## src/rtl/core_dataflow_ctrl_if.sv

```systemverilog
// Bus bundle for core_dataflow_ctrl: SRAM-to-corelet steering signals and the OFIFO-to-psum-SRAM drain port.
// Handshake: drain_start is a one-cycle request taken only while drain_busy is low; ofifo_rd pops one row only when ofifo_valid is high.
interface core_dataflow_ctrl_if #(
    parameter int bw      = 4,
    parameter int row     = 8,
    parameter int col     = 8,
    parameter int psum_bw = 16,
    parameter int addr_w  = 11
);
    logic                     mode;
    logic                     data_mode;
    logic                     xmem_rd;
    logic [bw*row-1:0]        q_act;
    logic [bw*col-1:0]        q_wt;
    logic [bw*row-1:0]        l0_in;
    logic                     l0_wr;
    logic [bw*col-1:0]        ififo_in;
    logic                     ififo_wr;
    logic                     drain_start;
    logic [addr_w:0]          drain_len;
    logic [addr_w-1:0]        drain_base;
    logic                     ofifo_valid;
    logic [col*psum_bw-1:0]   ofifo_out;
    logic                     ofifo_rd;
    logic                     CEN_omem;
    logic                     WEN_omem;
    logic [addr_w-1:0]        A_omem;
    logic [col*psum_bw-1:0]   D_omem;
    logic                     drain_busy;
    logic                     drain_done;

    modport master (
        output mode, data_mode, xmem_rd, q_act, q_wt,
        output drain_start, drain_len, drain_base, ofifo_valid, ofifo_out,
        input  l0_in, l0_wr, ififo_in, ififo_wr, ofifo_rd,
        input  CEN_omem, WEN_omem, A_omem, D_omem, drain_busy, drain_done
    );

    modport slave (
        input  mode, data_mode, xmem_rd, q_act, q_wt,
        input  drain_start, drain_len, drain_base, ofifo_valid, ofifo_out,
        output l0_in, l0_wr, ififo_in, ififo_wr, ofifo_rd,
        output CEN_omem, WEN_omem, A_omem, D_omem, drain_busy, drain_done
    );
endinterface

```

## src/rtl/core_dataflow_ctrl.sv

```systemverilog
// Dataflow controller: steers SRAM Q to L0/IFIFO by mode and drains OFIFO rows into the psum SRAM.
// Optional macro CORE_DRAIN_RELU_EN clamps negative psum lanes to zero at capture.
module core_dataflow_ctrl #(
    parameter int bw      = 4,
    parameter int row     = 8,
    parameter int col     = 8,
    parameter int psum_bw = 16,
    parameter int addr_w  = 11
) (
    input  logic                   clk,
    input  logic                   reset,
    core_dataflow_ctrl_if.slave    bus,
    output logic [2:0]             dbg_drain_state
);
    typedef enum logic [2:0] {
        IDLE = 3'd0,
        POP  = 3'd1,
        CAP  = 3'd2,
        WR   = 3'd3,
        DONE = 3'd4
    } drain_state_t;

    drain_state_t             state_q, state_d;
    logic                     rd_q, rd_d;
    logic [bw*row-1:0]        l0_in_q, l0_in_d;
    logic                     l0_wr_q, l0_wr_d;
    logic [bw*col-1:0]        ififo_in_q, ififo_in_d;
    logic                     ififo_wr_q, ififo_wr_d;
    logic [addr_w:0]          cnt_q, cnt_d;
    logic [addr_w-1:0]        addr_q, addr_d;
    logic                     cen_q, cen_d;
    logic                     wen_q, wen_d;
    logic [addr_w-1:0]        a_q, a_d;
    logic [col*psum_bw-1:0]   d_q, d_d;
    logic                     busy_q, busy_d;
    logic                     done_q, done_d;
    logic [col*psum_bw-1:0]   cap_row;

    // SRAM Q lags xmem_rd by one cycle, so rd_q marks the cycle in which Q is sampled.
    always_comb begin
        rd_d       = bus.xmem_rd;
        l0_in_d    = l0_in_q;
        ififo_in_d = ififo_in_q;
        l0_wr_d    = rd_q;
        ififo_wr_d = rd_q & ~bus.mode;
        if (rd_q) begin
            if (bus.mode) begin
                l0_in_d = bus.data_mode ? bus.q_wt : bus.q_act;
            end else begin
                l0_in_d    = bus.q_act;
                ififo_in_d = bus.q_wt;
            end
        end
    end

    always_comb begin
        cap_row = bus.ofifo_out;
`ifdef CORE_DRAIN_RELU_EN
        for (int i = 0; i < col; i++) begin
            if (bus.ofifo_out[i*psum_bw+psum_bw-1]) cap_row[i*psum_bw +: psum_bw] = '0;
        end
`endif
    end

    // SRAM strobes are precomputed on the CAP->WR edge so they are flops aligned with WR.
    always_comb begin
        state_d = state_q;
        cnt_d   = cnt_q;
        addr_d  = addr_q;
        cen_d   = 1'b1;
        wen_d   = 1'b1;
        a_d     = a_q;
        d_d     = d_q;
        case (state_q)
            IDLE: begin
                if (bus.drain_start) begin
                    cnt_d   = bus.drain_len;
                    addr_d  = bus.drain_base;
                    state_d = (bus.drain_len == '0) ? DONE : POP;
                end
            end
            POP: begin
                if (bus.ofifo_valid) state_d = CAP;
            end
            CAP: begin
                d_d     = cap_row;
                a_d     = addr_q;
                cen_d   = 1'b0;
                wen_d   = 1'b0;
                state_d = WR;
            end
            WR: begin
                addr_d  = addr_q + 1'b1;
                cnt_d   = cnt_q - 1'b1;
                state_d = (cnt_q == {{addr_w{1'b0}}, 1'b1}) ? DONE : POP;
            end
            DONE: begin
                state_d = IDLE;
            end
            default: begin
                state_d = IDLE;
            end
        endcase
        busy_d = (state_d != IDLE);
        done_d = (state_d == DONE);
    end

    always_ff @(posedge clk or negedge reset) begin
        if (!reset) begin
            state_q    <= IDLE;
            rd_q       <= 1'b0;
            l0_in_q    <= '0;
            l0_wr_q    <= 1'b0;
            ififo_in_q <= '0;
            ififo_wr_q <= 1'b0;
            cnt_q      <= '0;
            addr_q     <= '0;
            cen_q      <= 1'b1;
            wen_q      <= 1'b1;
            a_q        <= '0;
            d_q        <= '0;
            busy_q     <= 1'b0;
            done_q     <= 1'b0;
        end else begin
            state_q    <= state_d;
            rd_q       <= rd_d;
            l0_in_q    <= l0_in_d;
            l0_wr_q    <= l0_wr_d;
            ififo_in_q <= ififo_in_d;
            ififo_wr_q <= ififo_wr_d;
            cnt_q      <= cnt_d;
            addr_q     <= addr_d;
            cen_q      <= cen_d;
            wen_q      <= wen_d;
            a_q        <= a_d;
            d_q        <= d_d;
            busy_q     <= busy_d;
            done_q     <= done_d;
        end
    end

    // The pop must react to ofifo_valid in the same cycle, so it is a decode of the state flop.
    assign bus.ofifo_rd    = (state_q == POP) & bus.ofifo_valid;
    assign bus.l0_in       = l0_in_q;
    assign bus.l0_wr       = l0_wr_q;
    assign bus.ififo_in    = ififo_in_q;
    assign bus.ififo_wr    = ififo_wr_q;
    assign bus.CEN_omem    = cen_q;
    assign bus.WEN_omem    = wen_q;
    assign bus.A_omem      = a_q;
    assign bus.D_omem      = d_q;
    assign bus.drain_busy  = busy_q;
    assign bus.drain_done  = done_q;
    assign dbg_drain_state = state_q;
endmodule

```

## src/flat_wrapper.sv

```systemverilog
// flat-port wrapper written by rule: the top's interface ports become plain ports
module core_dataflow_ctrl_flat 
#(
    parameter int bw      = 4,
    parameter int row     = 8,
    parameter int col     = 8,
    parameter int psum_bw = 16,
    parameter int addr_w  = 11
)
  (clk, reset, dbg_drain_state, bus_mode, bus_data_mode, bus_xmem_rd, bus_q_act, bus_q_wt, bus_drain_start, bus_drain_len, bus_drain_base, bus_ofifo_valid, bus_ofifo_out, bus_l0_in, bus_l0_wr, bus_ififo_in, bus_ififo_wr, bus_ofifo_rd, bus_CEN_omem, bus_WEN_omem, bus_A_omem, bus_D_omem, bus_drain_busy, bus_drain_done);
  core_dataflow_ctrl_if #(.bw(bw), .row(row), .col(col), .psum_bw(psum_bw), .addr_w(addr_w)) bus_i ();
  input  logic clk;
  input  logic reset;
  output logic [2:0] dbg_drain_state;
  input wire logic [$bits(bus_i.mode)-1:0] bus_mode;
  input wire logic [$bits(bus_i.data_mode)-1:0] bus_data_mode;
  input wire logic [$bits(bus_i.xmem_rd)-1:0] bus_xmem_rd;
  input wire logic [$bits(bus_i.q_act)-1:0] bus_q_act;
  input wire logic [$bits(bus_i.q_wt)-1:0] bus_q_wt;
  input wire logic [$bits(bus_i.drain_start)-1:0] bus_drain_start;
  input wire logic [$bits(bus_i.drain_len)-1:0] bus_drain_len;
  input wire logic [$bits(bus_i.drain_base)-1:0] bus_drain_base;
  input wire logic [$bits(bus_i.ofifo_valid)-1:0] bus_ofifo_valid;
  input wire logic [$bits(bus_i.ofifo_out)-1:0] bus_ofifo_out;
  output wire logic [$bits(bus_i.l0_in)-1:0] bus_l0_in;
  output wire logic [$bits(bus_i.l0_wr)-1:0] bus_l0_wr;
  output wire logic [$bits(bus_i.ififo_in)-1:0] bus_ififo_in;
  output wire logic [$bits(bus_i.ififo_wr)-1:0] bus_ififo_wr;
  output wire logic [$bits(bus_i.ofifo_rd)-1:0] bus_ofifo_rd;
  output wire logic [$bits(bus_i.CEN_omem)-1:0] bus_CEN_omem;
  output wire logic [$bits(bus_i.WEN_omem)-1:0] bus_WEN_omem;
  output wire logic [$bits(bus_i.A_omem)-1:0] bus_A_omem;
  output wire logic [$bits(bus_i.D_omem)-1:0] bus_D_omem;
  output wire logic [$bits(bus_i.drain_busy)-1:0] bus_drain_busy;
  output wire logic [$bits(bus_i.drain_done)-1:0] bus_drain_done;
  assign bus_i.mode = bus_mode;
  assign bus_i.data_mode = bus_data_mode;
  assign bus_i.xmem_rd = bus_xmem_rd;
  assign bus_i.q_act = bus_q_act;
  assign bus_i.q_wt = bus_q_wt;
  assign bus_i.drain_start = bus_drain_start;
  assign bus_i.drain_len = bus_drain_len;
  assign bus_i.drain_base = bus_drain_base;
  assign bus_i.ofifo_valid = bus_ofifo_valid;
  assign bus_i.ofifo_out = bus_ofifo_out;
  assign bus_l0_in = bus_i.l0_in;
  assign bus_l0_wr = bus_i.l0_wr;
  assign bus_ififo_in = bus_i.ififo_in;
  assign bus_ififo_wr = bus_i.ififo_wr;
  assign bus_ofifo_rd = bus_i.ofifo_rd;
  assign bus_CEN_omem = bus_i.CEN_omem;
  assign bus_WEN_omem = bus_i.WEN_omem;
  assign bus_A_omem = bus_i.A_omem;
  assign bus_D_omem = bus_i.D_omem;
  assign bus_drain_busy = bus_i.drain_busy;
  assign bus_drain_done = bus_i.drain_done;
  core_dataflow_ctrl #(.bw(bw), .row(row), .col(col), .psum_bw(psum_bw), .addr_w(addr_w)) u_core (.clk(clk), .reset(reset), .bus(bus_i), .dbg_drain_state(dbg_drain_state));
endmodule
```

## config.mk

```make
export PLATFORM = sky130hd
export DESIGN_NAME = core_dataflow_ctrl_flat
export DESIGN_NICKNAME = d
export VERILOG_FILES = /design/src/rtl/core_dataflow_ctrl_if.sv /design/src/rtl/core_dataflow_ctrl.sv /design/src/flat_wrapper.sv
export SDC_FILE = /design/constraint.sdc
export NUM_CORES = 1
export LEC_CHECK = 0
export ABC_AREA = 1
export CAP_MARGIN = 15
export CORE_AREA = 2 2 171 173
export CTS_CLUSTER_SIZE = 8
export DETAILED_ROUTE_END_ITERATION = 7
export DIE_AREA = 0 0 173 175
export PLACE_DENSITY = 0.68
export SYNTH_ARGS = -nofsm -noshare
export SYNTH_HDL_FRONTEND = slang
export SYNTH_SLANG_ARGS = --single-unit
export TNS_END_PERCENT = 5
```

## constraint.sdc

```tcl
create_clock -name clk -period 1.8 [get_ports clk]
set_input_delay 0.54 -clock clk [delete_from_list [all_inputs] [get_ports clk]]
set_output_delay 0.54 -clock clk [all_outputs]
set_load 0.01 [all_outputs]
```

Word level (Yosys, flattened, before mapping)
Index checks and enable logic that the tools add are counted.
- add/sub/neg operators: 2
- equality and inequality tests: 6
- multiplexer cells: 12
- bitwise logic cells: 3
- reduce and logical (&&, ||, !) cells: 6
- operators with widths (operator ; number):
    2-to-1 mux 32 bit ; 2
    case mux 12 bit (2 select lines) ; 1
    case mux 11 bit (2 select lines) ; 1
    == test 12 x 1 -> 1 bit (second input constant) ; 1
    logical NOT 12 bit ; 1
    2-to-1 mux 12 bit ; 1
    2-to-1 mux 3 bit ; 4
    case mux 3 bit (4 select lines) ; 1
    subtractor 12 x 1 -> 12 bit (second input constant) ; 1
    adder 11 x 1 -> 11 bit (second input constant) ; 1
    2-to-1 mux 11 bit ; 1
    == test 3 x 2 -> 1 bit (second input constant) ; 2
    AND reduction 2 bit ; 2
    == test 3 x 1 -> 1 bit (second input constant) ; 1
    == test 3 bit (second input constant) ; 1
    logical NOT 3 bit ; 1
    nonzero test 3 bit ; 1
    AND 1 bit ; 2
    inequality test 2 bit (second input constant) ; 1
    nonzero test 2 bit ; 1
    2-to-1 mux 1 bit ; 1
    NOT 1 bit ; 1
- register bits after elaboration: 235
- output and inout port bits: 213

Longest topological paths before layout
- depth after elaboration: 5
- mapped depth: 9

Least setup slack after synthesis
No wires, ideal clock.
- kind: flip-flop to output port
- start point: reg u_core.state_q[1] (netlist: u_core.dbg_drain_state[1])
- end point: out bus_ofifo_rd
- arrival time: 857 ps
- data required time: 1260 ps
- path slack: 403 ps
- cell stages (with the launch flop): 4
- path buffers: 0
- cells stage by stage: dfrtp_1 nor2_1 nand2_1 nor2_1
- word-level cells in the longest chain between the ends: 2
- ends and longest elaborated chain (element ; line ; source):
    from (decl) ; core_dataflow_ctrl.sv:23 ; drain_state_t state_q, state_d;
    from (signal assigned) ; core_dataflow_ctrl.sv:125 ; state_q <= state_d;
    == test 3 x 1 -> 1 bit ; core_dataflow_ctrl.sv:143 ; assign bus.ofifo_rd = (state_q == POP) & bus.ofifo_valid;
    AND 1 bit ; core_dataflow_ctrl.sv:143 ;
    to (decl) ; flat_wrapper.sv:29 ; output wire logic [$bits(bus_i.ofifo_rd)-1:0] bus_ofifo_rd;
No other way between the ends.

Worst setup path in the final report
- start point: reg u_core.state_q[2] (netlist: u_core.dbg_drain_state[2])
- end point: out bus_ofifo_rd
Same word-level chain as after synthesis.

==> impl_results.md <==
- Hold endpoint: u_core.bus.ififo_in[31]
- # setup viols final: 1
- GP Congestion: 0.831
- Sw power: about 7.8 mW
- Power Dens Cells: 1530 nW/um^2
- Antenna violations before repair: 1
- Maximum vdd drop: 0.955 mV
- DR WL/cell: 18.3 um
- Port Buffers: 434
- Final WS setup: -61.8 ps
- Sw frac: 0.329
- Largest family of logic cells by synthesized area: multiplexers
- Area Overhead vs Synth: 57.2%
- Worst slew pin tran: ~420 ps
- Detailed placement HPWL: 23600 um
- FP Rows: 62
- Non-filler cells, final: 1704
- Placed cells: 1658
- Pin count of the biggest net entering global routing: 52
- GRT Overall Usage: 0.204
- Starting Density: 0.347
- R2r worst-path depth: 8
- Post-synth EDFFs: 0
- Part of the power in combinational logic: 0.398
- Compound-Gate Fraction of Synth Area: 0.0951
- Max Freq: 537 MHz
- RSZ-0062 raised after global routing: yes
- Violations in the final reports: negative setup slack
- Ys Warns: 0
- Kind of critical path: register to output port
- Crit Reg-Reg Endpoint: u_core.addr_q[8]
- WP data required: 1260 ps
- Maximum root-to-sink buffer count: 3
- Clock latency on the worst-skew pair: 490 ps
- Pins over their slew limit: 0
- Layout cells sized above 1: 0.163
- Fin util: 0.545
- Hold path depth: 2
- Crit-path max FO: 2
- Post-DR vias/cell: 4.69
- I/O pin cnt: 435
- Register share of total power: 0.363
- Critical Path Source Type: register
- Routed wire length: 31200 um
- Post-Synth Simple-Gate Area: 0.0854
- MaxCap Viol Count: 0
- H-tree levels: 2
- Clock sinks: roughly 240
- R2r setup slk: 210 ps
- Remaining DRCs: 0
- Clock power frac: 0.239
- Die width: 173 um
- HP Start: u_core.bus.ififo_in[31]
- Total power: 23.6 mW
- ANT nets after route: 0
- CTS Root Cell: clkbuf_16
- Initial DRC Count: 405
- Cells after Synth: about 850
- Clock edge transition at the registers on the reported setup and hold paths: around 50 ps
- Adder-Cell Fraction of Synth Area: 0.00381
- Fin crit period: 1860 ps
- Worst Clk Skew: 15.2 ps
- Vias in the first global route: 8396
- Num CTS Buffers: 35
- CTS tree: yes
- Async S/R FF share, synth: 1.00
- Syn Nets: roughly 1.1k
- Status: finished with violations
- Setup crit end kind: output port
- Final hold vios: 0
- First-pass GRT wire length: 48500 um
- Internal power: 15.9 mW
- Remaining global-route overflow: 0
- Total leakage power: 7.25 nW
- Register bit total from synthesis: 235
- Sequential share of the synthesized area: 0.598
- XOR/XNOR Fraction of Synth Area: 0.00356
- Avg Cell Area, Syn: 11.6 um^2
- Main flop type after synthesis: dfrtp_1
- Worst path arrival time: 1320 ps
- Post-Syn Area: 9840 um^2
- Relative slew slack: 0.723
- Final cycle utilization of the critical path: 1.03
- Post-synthesis cell type count: 33
- Core box area: 28400 um^2
- Mux cell area share after synthesis: 0.167
- Vias post-DR: 7997
- Final #Nets: 1538
- DIE AREA: 30300 um^2
- Pre-antenna DRT Iters: 6
- Reg-to-Reg Start: u_core.addr_q[0]
- Die height: 175 um
- Tightest Hold Check Type: register to register
-- flip-flops by register name, summed over array words and instances (netlist names) --
| signal | cells |
|---|---|
| u_core.bus.CEN_omem | 1 |
| u_core.bus.ififo_in | 32 |
| u_core.bus.ififo_wr | 1 |
| u_core.cnt_q | 12 |
| u_core.dbg_drain_state | 3 |
| u_core.addr_q | 11 |
| u_core.l0_wr_d | 1 |
| u_core.bus.drain_busy | 1 |
| u_core.bus.D_omem | 128 |
| u_core.bus.l0_wr | 1 |
| u_core.bus.drain_done | 1 |
| u_core.bus.A_omem | 11 |
| u_core.bus.l0_in | 32 |
-- worst max path at each step --
| stage | from | end | depth (start not counted) |
|---|---|---|---|
| 2_1_floorplan | u_core.dbg_drain_state[1] | bus_ofifo_rd | 3 |
| 4_1_cts | u_core.dbg_drain_state[1] | bus_ofifo_rd | 4 |
| 6_report | u_core.dbg_drain_state[2] | bus_ofifo_rd | 4 |
| 3_5_place_dp | bus_ofifo_valid | bus_ofifo_rd | 4 |
| 5_1_grt | u_core.dbg_drain_state[2] | bus_ofifo_rd | 4 |
| 3_3_place_gp | bus_ofifo_valid | bus_ofifo_rd | 4 |
-- cell usage in the layout, fill, tap and decap left out, types with 3 or more instances in the layout --
cell	netlist	layout
a21oi_1	38	38
buf_12	0	10
buf_2	20	6
buf_4	3	25
clkbuf_1	14	6
clkbuf_16	0	35
clkdlybuf4s50_1	0	219
dfrtp_1	234	234
dlygate4sd2_1	0	202
ha_1	3	3
inv_1	58	58
mux2_1	8	8
mux2_2	71	71
mux2_4	50	50
nand2_1	126	125
nand3_1	27	27
nor2_1	43	40
nor2_2	1	4
nor3_1	4	4
o21a_1	31	31
o21ai_0	86	86
o22ai_1	5	5
xor2_1	4	4
-- cell usage after synthesis, types with 6 or more instances --
cell	n	area, um^2
nand2_1	126	473
mux2_4	50	751
nand3_1	27	135
inv_1	58	218
dfrtp_1	234	5860
buf_6	6	67.6
o21ai_0	86	430
clkbuf_1	14	52.6
buf_2	20	100
nor2_1	43	161
mux2_2	71	800
o21a_1	31	233
a21oi_1	38	190
mux2_1	8	90.1
-- kinds of logic after synthesis --
group | count (synthesis)
muxes | 129
AOI/OAI and AO/OA | 167
xor gates and xnor gates | 4
buffers and inverters | 104
and+or+nand+nor | 207
DFF | 235
adders and majority gates | 3
-- repair_timing --
item	CTS	global route
gates resized for setup	233	10
pin swaps	0	2
endpoints found under the setup margin	213	6
endpoints found under the hold margin	23	0
buffers inserted	0	1
hold buffers	1	0
-- metrics by stage --
step | hold WS, ps | TNS [ps] | worst slack [ps] | area, um^2
2_1_floorplan | 244 | 0 | 403 | 9840
3_3_place_gp | 426 | -549 | -543 | 14800
3_5_place_dp | 425 | -1160 | -532 | 14800
4_1_cts | 465 | -248 | -248 | 15500
5_1_grt | 476 | -162 | -162 | 15500
6_report | 459 | -61.8 | -61.8 | 15500
-- power by group through the flow --
stage / registers, mW / clock network (mW) / logic (mW)
final: 8.57 / 5.65 / 9.41
after global routing: 8.87 / 6.04 / 10.2
after CTS: 8.58 / 5.80 / 9.58
after detailed placement: 8.72 / 0 / 10.8
after global placement: 8.58 / 0 / 10.7
after floorplan: 9.42 / 0 / 4.23
-- worst max-delay path, stage by stage, from the launching register on --
cell and delay, ps:
dfrtp_1 380, nor2_2 140, nand2_2 90, nor2_2 90, buf_2 130
-- cell type report --
class | count | area [um^2]
fillers | 2566 | 12900
diodes | 1 | 2.50
inverters | 61 | 229
flip-flops and latches | 235 | 5880
clock buffers | 41 | 898
well taps | 384 | 480
multi-input cells | 510 | 3510
clock inverters | 2 | 13.8
repair buffers | 470 | 4460
-- metal layers --
layer	track usage	up-vias	share of wire
li1	-	3781	-
met1	0.241	3852	0.39
met5	0	-	0
met4	0.0816	0	0.038
met2	0.354	288	0.50
met3	0.0568	76	0.072
Note: power is estimated with default switching activity, not from simulation.
